## config.mk

```make
export PLATFORM = sky130hd
export DESIGN_NAME = flight_mode_ctrl
export DESIGN_NICKNAME = d
export VERILOG_FILES = /design/src/rtl/flight_mode_ctrl.sv
export SDC_FILE = /design/constraint.sdc
export NUM_CORES = 1
export LEC_CHECK = 0
export ABC_CLOCK_PERIOD_IN_PS = 2300
export BUFFER_PORTS_ARGS = -buffer_cell sky130_fd_sc_hd__buf_2
export CAP_MARGIN = 20
export CORE_AREA = 2 2 60 62
export CTS_BUF_LIST = sky130_fd_sc_hd__clkbuf_4
export CTS_CLUSTER_DIAMETER = 120
export DETAILED_ROUTE_END_ITERATION = 12
export DIE_AREA = 0 0 62 64
export GPL_ROUTABILITY_DRIVEN = 1
export GPL_TIMING_DRIVEN = 0
export PLACE_DENSITY = 0.74
export SETUP_SLACK_MARGIN = 0.02
export SYNTH_ARGS = -nofsm -noshare
export SYNTH_HDL_FRONTEND = slang
export SYNTH_SLANG_ARGS = --single-unit
```

## constraint.sdc

```tcl
create_clock -name clk -period 2.3 [get_ports clk]
set_input_delay 0.23 -clock clk [delete_from_list [all_inputs] [get_ports clk]]
set_output_delay 0.23 -clock clk [all_outputs]
set_load 0.01 [all_outputs]
```

## src/rtl/flight_mode_ctrl.sv

```systemverilog
// Flight mode sequencer: hold/cruise velocity modes plus a charge/warp/cooldown jump sequence.
// All outputs are registered from the next-state decode, so they change only on a clock edge.
module flight_mode_ctrl #(
  parameter int unsigned WARP_CHARGE  = 4,
  parameter int unsigned COOLDOWN_CYC = 8
) (
  input  logic       clk,
  input  logic       rst_n,
  input  logic       cmd_valid,
  input  logic [2:0] cmd,
  input  logic       abort,
  output logic       cmd_ready,
  output logic [3:0] mode_sel,
  output logic [3:0] pos_sel,
  output logic       cmd_err,
  output logic       warp_busy,
  output logic [7:0] warp_count
);

  typedef enum logic [2:0] {ZEROPOS, HOLD, CRUISE, CHARGE, WARP, COOLDOWN} state_t;

  localparam logic [3:0] M_ZERO    = 4'b0001;
  localparam logic [3:0] M_ATTACK  = 4'b0010;
  localparam logic [3:0] M_DEFENSE = 4'b0100;
  localparam logic [3:0] M_STEALTH = 4'b1000;

  localparam logic [3:0] P_CLEAR = 4'b0001;
  localparam logic [3:0] P_INTEG = 4'b0010;
  localparam logic [3:0] P_JUMP  = 4'b0100;

  state_t     state, state_nxt;
  logic [3:0] mode_lat, mode_nxt;
  logic [7:0] cnt, cnt_nxt;
  logic       accept, illegal, warp_entry;

  assign accept = cmd_valid && cmd_ready;

  function automatic logic [3:0] pos_decode(input state_t s);
    case (s)
      ZEROPOS: pos_decode = P_CLEAR;
      WARP:    pos_decode = P_JUMP;
      default: pos_decode = P_INTEG;
    endcase
  endfunction

  always_comb begin
    state_nxt  = state;
    mode_nxt   = mode_lat;
    cnt_nxt    = cnt;
    illegal    = 1'b0;
    warp_entry = 1'b0;
    case (state)
      ZEROPOS: state_nxt = HOLD;
      HOLD, CRUISE: begin
        if (accept) begin
          case (cmd)
            3'd0: begin state_nxt = ZEROPOS; mode_nxt = M_ZERO;    end
            3'd1: begin state_nxt = CRUISE;  mode_nxt = M_ATTACK;  end
            3'd2: begin state_nxt = CRUISE;  mode_nxt = M_DEFENSE; end
            3'd3: begin state_nxt = CRUISE;  mode_nxt = M_STEALTH; end
            3'd4: begin state_nxt = CHARGE;  cnt_nxt  = 8'(WARP_CHARGE); end
            default: illegal = 1'b1;
          endcase
        end
      end
      CHARGE: begin
        // abort wins over the counter reaching its last cycle
        if (abort) begin
          state_nxt = HOLD;
          cnt_nxt   = 8'd0;
        end else if (cnt == 8'd1) begin
          state_nxt  = WARP;
          mode_nxt   = M_ZERO;
          warp_entry = 1'b1;
        end else begin
          cnt_nxt = cnt - 8'd1;
        end
      end
      WARP: begin
        state_nxt = COOLDOWN;
        cnt_nxt   = 8'(COOLDOWN_CYC);
      end
      COOLDOWN: begin
        if (cnt == 8'd1) begin
          state_nxt = HOLD;
          cnt_nxt   = 8'd0;
        end else begin
          cnt_nxt = cnt - 8'd1;
        end
      end
      default: state_nxt = ZEROPOS;
    endcase
  end

  always_ff @(posedge clk or negedge rst_n) begin
    if (!rst_n) begin
      state      <= ZEROPOS;
      mode_lat   <= M_ZERO;
      cnt        <= 8'd0;
      mode_sel   <= M_ZERO;
      pos_sel    <= P_CLEAR;
      cmd_ready  <= 1'b0;
      cmd_err    <= 1'b0;
      warp_busy  <= 1'b0;
      warp_count <= 8'd0;
    end else begin
      state     <= state_nxt;
      mode_lat  <= mode_nxt;
      cnt       <= cnt_nxt;
      mode_sel  <= (state_nxt == CRUISE) ? mode_nxt : M_ZERO;
      pos_sel   <= pos_decode(state_nxt);
      cmd_ready <= (state_nxt == HOLD) || (state_nxt == CRUISE);
      cmd_err   <= accept && illegal;
      warp_busy <= (state_nxt == CHARGE) || (state_nxt == WARP) || (state_nxt == COOLDOWN);
      if (warp_entry && (warp_count != 8'hFF))
        warp_count <= warp_count + 8'd1;
    end
  end

endmodule

```

# --- After elaboration in Yosys (flattened, before gate mapping) ---
# Cells that the tools add are included.
word_totals:
  input_bits: 7
  output_inout_bits: 19
  wordCells: 69
  register_bits: 34
classes:
  add_sub_neg: 2
  eq_ne: 19
  mux: 25
  reduce_logical: 14
op_table:
  columns: ["op", "n"]
  rows:
  - ["two-way mux 8 bit", 5]
  - ["case mux 8 bit (4 select lines)", 1]
  - ["equality test 3 x 2 -> 1 bit, second input constant", 6]
  - ["two-way mux 4 bit", 4]
  - ["case mux 4 bit (4 select lines)", 1]
  - ["equality test 3 bit, second input constant", 5]
  - ["case mux 3 bit (5 select lines)", 1]
  - ["two-way mux 3 bit", 4]
  - ["equality test 3 x 1 -> 1 bit, second input constant", 3]
  - ["logical NOT 3 bit", 3]
  - ["case mux 3 bit (3 select lines)", 1]
  - ["adder 8 x 1 -> 8 bit, second input constant", 1]
  - ["equality test 8 x 1 -> 1 bit, second input constant", 1]
  - ["inequality test 8 bit, second input constant", 1]
  - ["case mux 4 bit (2 select lines)", 1]
  - ["subtractor 8 x 1 -> 8 bit, second input constant", 1]
  - ["two-way mux 1 bit", 6]
  - ["case mux 3 bit (2 select lines)", 1]
  - ["OR reduction 5 bit", 1]
  - ["inequality test 2 bit, second input constant", 2]
  - ["AND reduction 4 bit", 1]
  - ["nonzero test 4 bit", 1]
  - ["logical AND 1 bit", 3]
  - ["logical OR 1 bit", 3]
  - ["other kinds (3)", 3]

# --- Longest topological paths before layout ---
logic_depth:
  depth_word: 8
  mapped_depth: 8
  mapped_depth_nobuf: 8

# --- Worst setup path after synthesis ---
# Ideal clock, no wire load.
synth_path:
  path_type: "register to register"
  from: "reg cnt[1]"
  to: "reg warp_count[1]"
  period_less_slack_ps: 1868
  setup_time_ps: 125
  path_buffers: 0
  arrival_time_ps: 1744
  setup_slack_ps: 432
  t_required_ps: 2175
  path_stages_with_launch: 7
  path_cell_list: "dfrtp_1 inv_1 ha_1 nor4b_4 nand3_2 a31oi_4 mux2_2"
synth_between:
  elab_chain_cells: 5
synth_rtl:
  columns: ["item", "line", "text"]
  rows:
  - ["from (decl)", "33", "logic [7:0] cnt, cnt_nxt;"]
  - ["from (signal assigned)", "109", "cnt <= cnt_nxt;"]
  - ["equality test 8 x 1 -> 1 bit", "71", "end else if (cnt == 8'd1) begin"]
  - ["two-way mux 1 bit", "71", null]
  - ["two-way mux 1 bit", "68", "if (abort) begin"]
  - ["two-way mux 1 bit", "52", "case (state)"]
  - ["logical AND 1 bit", "115", "if (warp_entry && (warp_count != 8'hFF))"]
  - ["to (signal assigned)", "116", "warp_count <= warp_count + 8'd1;"]
  - ["to (decl)", "17", "output logic [7:0] warp_count"]
# No other way between the ends.
# A chain may end at the register's enable or synchronous reset.

# --- Worst setup path after layout ---
layout_path:
  from: "reg cnt[1]"
  to: "reg cnt[3]"
layout_between:
  elab_chain_cells: 4
  word_cells_on_any_way: 8
  cone_classes: "add/sub: 1; eq/ne: 2; mux: 4; reduce/logical: 1"
layout_rtl:
  columns: ["item", "line"]
  rows:
  - ["subtractor 8 x 1 -> 8 bit", "76, 88"]
  - ["two-way mux 8 bit", "71"]
  - ["two-way mux 8 bit", "68"]
  - ["case mux 8 bit (4 select lines)", "52"]
# Parallel ways exist; a longest one is shown, timed or not. The select of a mux whose other input is x is not followed.

==> flow_metrics.py <==
metrics = {
    "sta": {
        "finalCriticalPeriod_ns": 2.071,
        "max-slew-margin-rel": 0.5242,
        "tightest_slew_ns": 0.7137,
        "slew_viol_final": 0,
        "tns_ns": 0,
        "hold_ws_ns": 0.2038,
        "fin_skew_ns": 0.008561,
        "max_freq_mhz": 482.9,
        "finalWorstSetupSlack_ns": 0.2291,
        "grt_setup_unrepaired": "no",
        "setup_viol": 0,
        "post-route-period-util": 0.9004,
        "hold_viol_final": 0,
    },
    "clock_tree": {
        "cts_root_buffer": "clkbuf_4",
        "clock_latency_ns": 0.33,
        "cts_tree": "done",
        "path_clk_slew_ns": 0.11,
        "cts_buffer_depth": 2,
        "cts_buffers": 5,
        "numClockSinks": 33,
        "cts_setup_buffers": 0,
        "htreeDepth": 2,
    },
    "die": {
        "dieArea_um2": 3968,
        "core.rowCount": 21,
        "initial_core_util": 0.5276,
        "core_area_um2": 3284,
        "io_pins": 26,
        "dieWidth_um": 62,
        "die_y_um": 64,
    },
    "pwr": {
        "p_per_area_nw_per_um2": 1127,
        "vdd.ir_drop.worst_uv": 494.6,
        "swShare": 0.3618,
        "pwr-share-clk": 0.235,
        "internal_power_mw": 1.461,
        "p_leak_nw": 0.9717,
        "seqPwrFrac": 0.358,
        "p_sw_mw": 0.8281,
        "p_comb_frac": 0.408,
    },
    "finish": {
        "drive_gt1_frac": 0.3073,
        "stdcell_area_um2": 2031,
        "layout_common_cells": "dfrtp_1 (30), buf_2 (24), nor2_1 (15)",
        "syn2layout_area_growth_pct": 17.18,
        "antenna_cells": 0,
        "layout_commonest_cell": "dfrtp_1",
        "fin_nets": 201,
        "fill_cells": 283,
    },
    "setup_path": {
        "cp.arrival_ns": 2.30,
        "worstPathMaxFanout": 8,
        "critPathLaunchType": "flip-flop",
        "crit_type": "reg -> reg",
        "worstPathRequired_ns": 2.53,
        "setup.worst_path.end_class": "flip-flop",
    },
    "global_route": {
        "overflow": 0,
        "grt_util_met3": 0.06478,
        "grt_pass1_vias": 1284,
        "grt_max_degree": 34,
        "grt_busiest_layer": "met2",
        "antenna_found_initial": 0,
        "grt_usage": 0.1904,
        "use_met2": 0.2995,
        "grt_pass1_wl_um": 5685,
        "grtUsageMet1": 0.2483,
    },
    "place": {
        "place_ws_ns": 0.1746,
        "gp_congestion": 0.7960,
        "place_area_um2": 1911,
        "io_buffer_count": 24,
        "dp_hpwl_um": 2397,
    },
    "route": {
        "vias_per_cell": 5.429,
        "num_vias": 1292,
        "drt-total-wl_um": 3209,
        "drt_iter0_drc": 34,
        "drc": 0,
        "postRouteAntennaNets": 0,
        "wire_per_inst_um": 13.48,
        "firstDrtPassIters": 4,
    },
    "yosys": {
        "syn_avg_cell_area_um2": 10.90,
        "netlist_instances": 159,
        "yosysWarnings": 0,
        "mappedNetlistNets": 169,
        "synth-async-reset-ratio": 1.000,
        "ys_ff_latch": 33,
        "synth_edf_count": 0,
        "synth_flop_cell": "dfrtp_1",
        "netlist_area_um2": 1733,
        "ys_seq_area_frac": 0.4787,
        "synth.distinct_cells": 54,
    },
    "run": {
        "cap_violations": 0,
    },
    "outcome": {
        "status": "completed",
    },
    "hold_path": {
        "holdCritPathClass": "in -> reg",
    },
}
-- cell families (layout without fill, tap and decap cells) --
group	Yosys count	after routing	share of synthesized area
other	1	1	0.002164
AOI/OAI and AO/OA	32	32	0.1704
xor gates and xnor gates	8	8	0.04043
and+or+nand+nor	65	65	0.2253
muxes	3	3	0.01877
buffers and inverters	14	47	0.04260
DFF	33	33	0.4787
adders and majority gates	3	3	0.02166
-- power groups by stage --
stage / logic [mW] / registers [mW] / clock network (mW)
after CTS: 0.926 / 0.820 / 0.546
final: 0.933 / 0.819 / 0.537
after floorplan: 0.706 / 0.829 / 0
after global placement: 0.885 / 0.822 / 0
after detailed placement: 0.919 / 0.832 / 0
after global routing: 1.04 / 0.835 / 0.581
-- cells in the mapped netlist, types with 3 or more instances --
| master | instances | area share |
|---|---|---|
| dfstp_2 | 3 | 0.045 |
| o21ai_0 | 4 | 0.012 |
| nor2_1 | 15 | 0.032 |
| nand4_1 | 5 | 0.018 |
| nor3_1 | 7 | 0.020 |
| buf_4 | 3 | 0.013 |
| and2_1 | 3 | 0.011 |
| xnor2_1 | 7 | 0.035 |
| nand3_1 | 3 | 0.0087 |
| inv_1 | 10 | 0.022 |
| o21bai_1 | 5 | 0.022 |
| ha_1 | 3 | 0.022 |
| nand2_1 | 10 | 0.022 |
| dfrtp_1 | 30 | 0.43 |
| a22o_2 | 3 | 0.017 |
-- worst max-delay path, cell delays in order (launching register included) --
cell and delay (ns):
dfrtp_1 0.41, inv_1 0.10, ha_1 0.16, nor4b_4 0.40
nand2_2 0.14, a31oi_4 0.32, nor2_1 0.09, a221o_2 0.35
-- layout make-up --
type	instances	area [um2]	area share
clock inverter	3	65.06	0.03204
multi-input combinational	112	837.1	0.4122
inverter	10	37.54	0.01848
sequential	33	829.5	0.4085
timing repair buffer	25	130.1	0.06408
buffer	4	36.28	0.01787
tap	46	57.56	0.02834
clock buffer	5	37.54	0.01848
-- flip-flops by register name (all words and copies together) (netlist names), 3 cells and up --
register    count
mode_sel        4
cnt             8
pos_sel         3
mode_lat        4
warp_count      8
state           3
-- worst paths after layout --
check	startpoint	depth (start not counted)	slack (ns)	to
max	cnt[1]	7	0.23	cnt[3]
min	cmd[2]	3	0.20	cmd_err
max reg2reg	cnt[1]	7	0.23	cnt[3]
min reg2reg	mode_lat[1]	2	0.48	mode_lat[1]
max in group asynchronous	rst_n	2	1.36	cnt[2]
min in group asynchronous	rst_n	2	0.47	state[1]
-- metal layers --
layer	wire, um	vias to the layer above	part of all wire
li1	-	639	-
met1	1377	617	0.43
met2	1622	27	0.51
met3	151	9	0.047
met4	58	0	0.018
met5	0	-	0
-- what timing repair did --
| action | CTS | global route |
|---|---|---|
| hold buffers | 1 | 0 |
| setup endpoints to repair | 0 | 2 |
| resized for setup | 0 | 1 |
| endpoints found under the hold margin | 30 | 0 |
-- per-stage QoR --
stage | util | total power [mW] | std cells
final | 0.6183 | 2.289 | 238
after CTS | 0.6160 | 2.292 | 238
after detailed placement | 0.5817 | 1.751 | 229
after floorplan | - | 1.535 | 159
after global placement | 0.5817 | 1.706 | 229
after global routing | 0.6183 | 2.461 | 238
No activity file was read; power rests on OpenSTA's default activity.
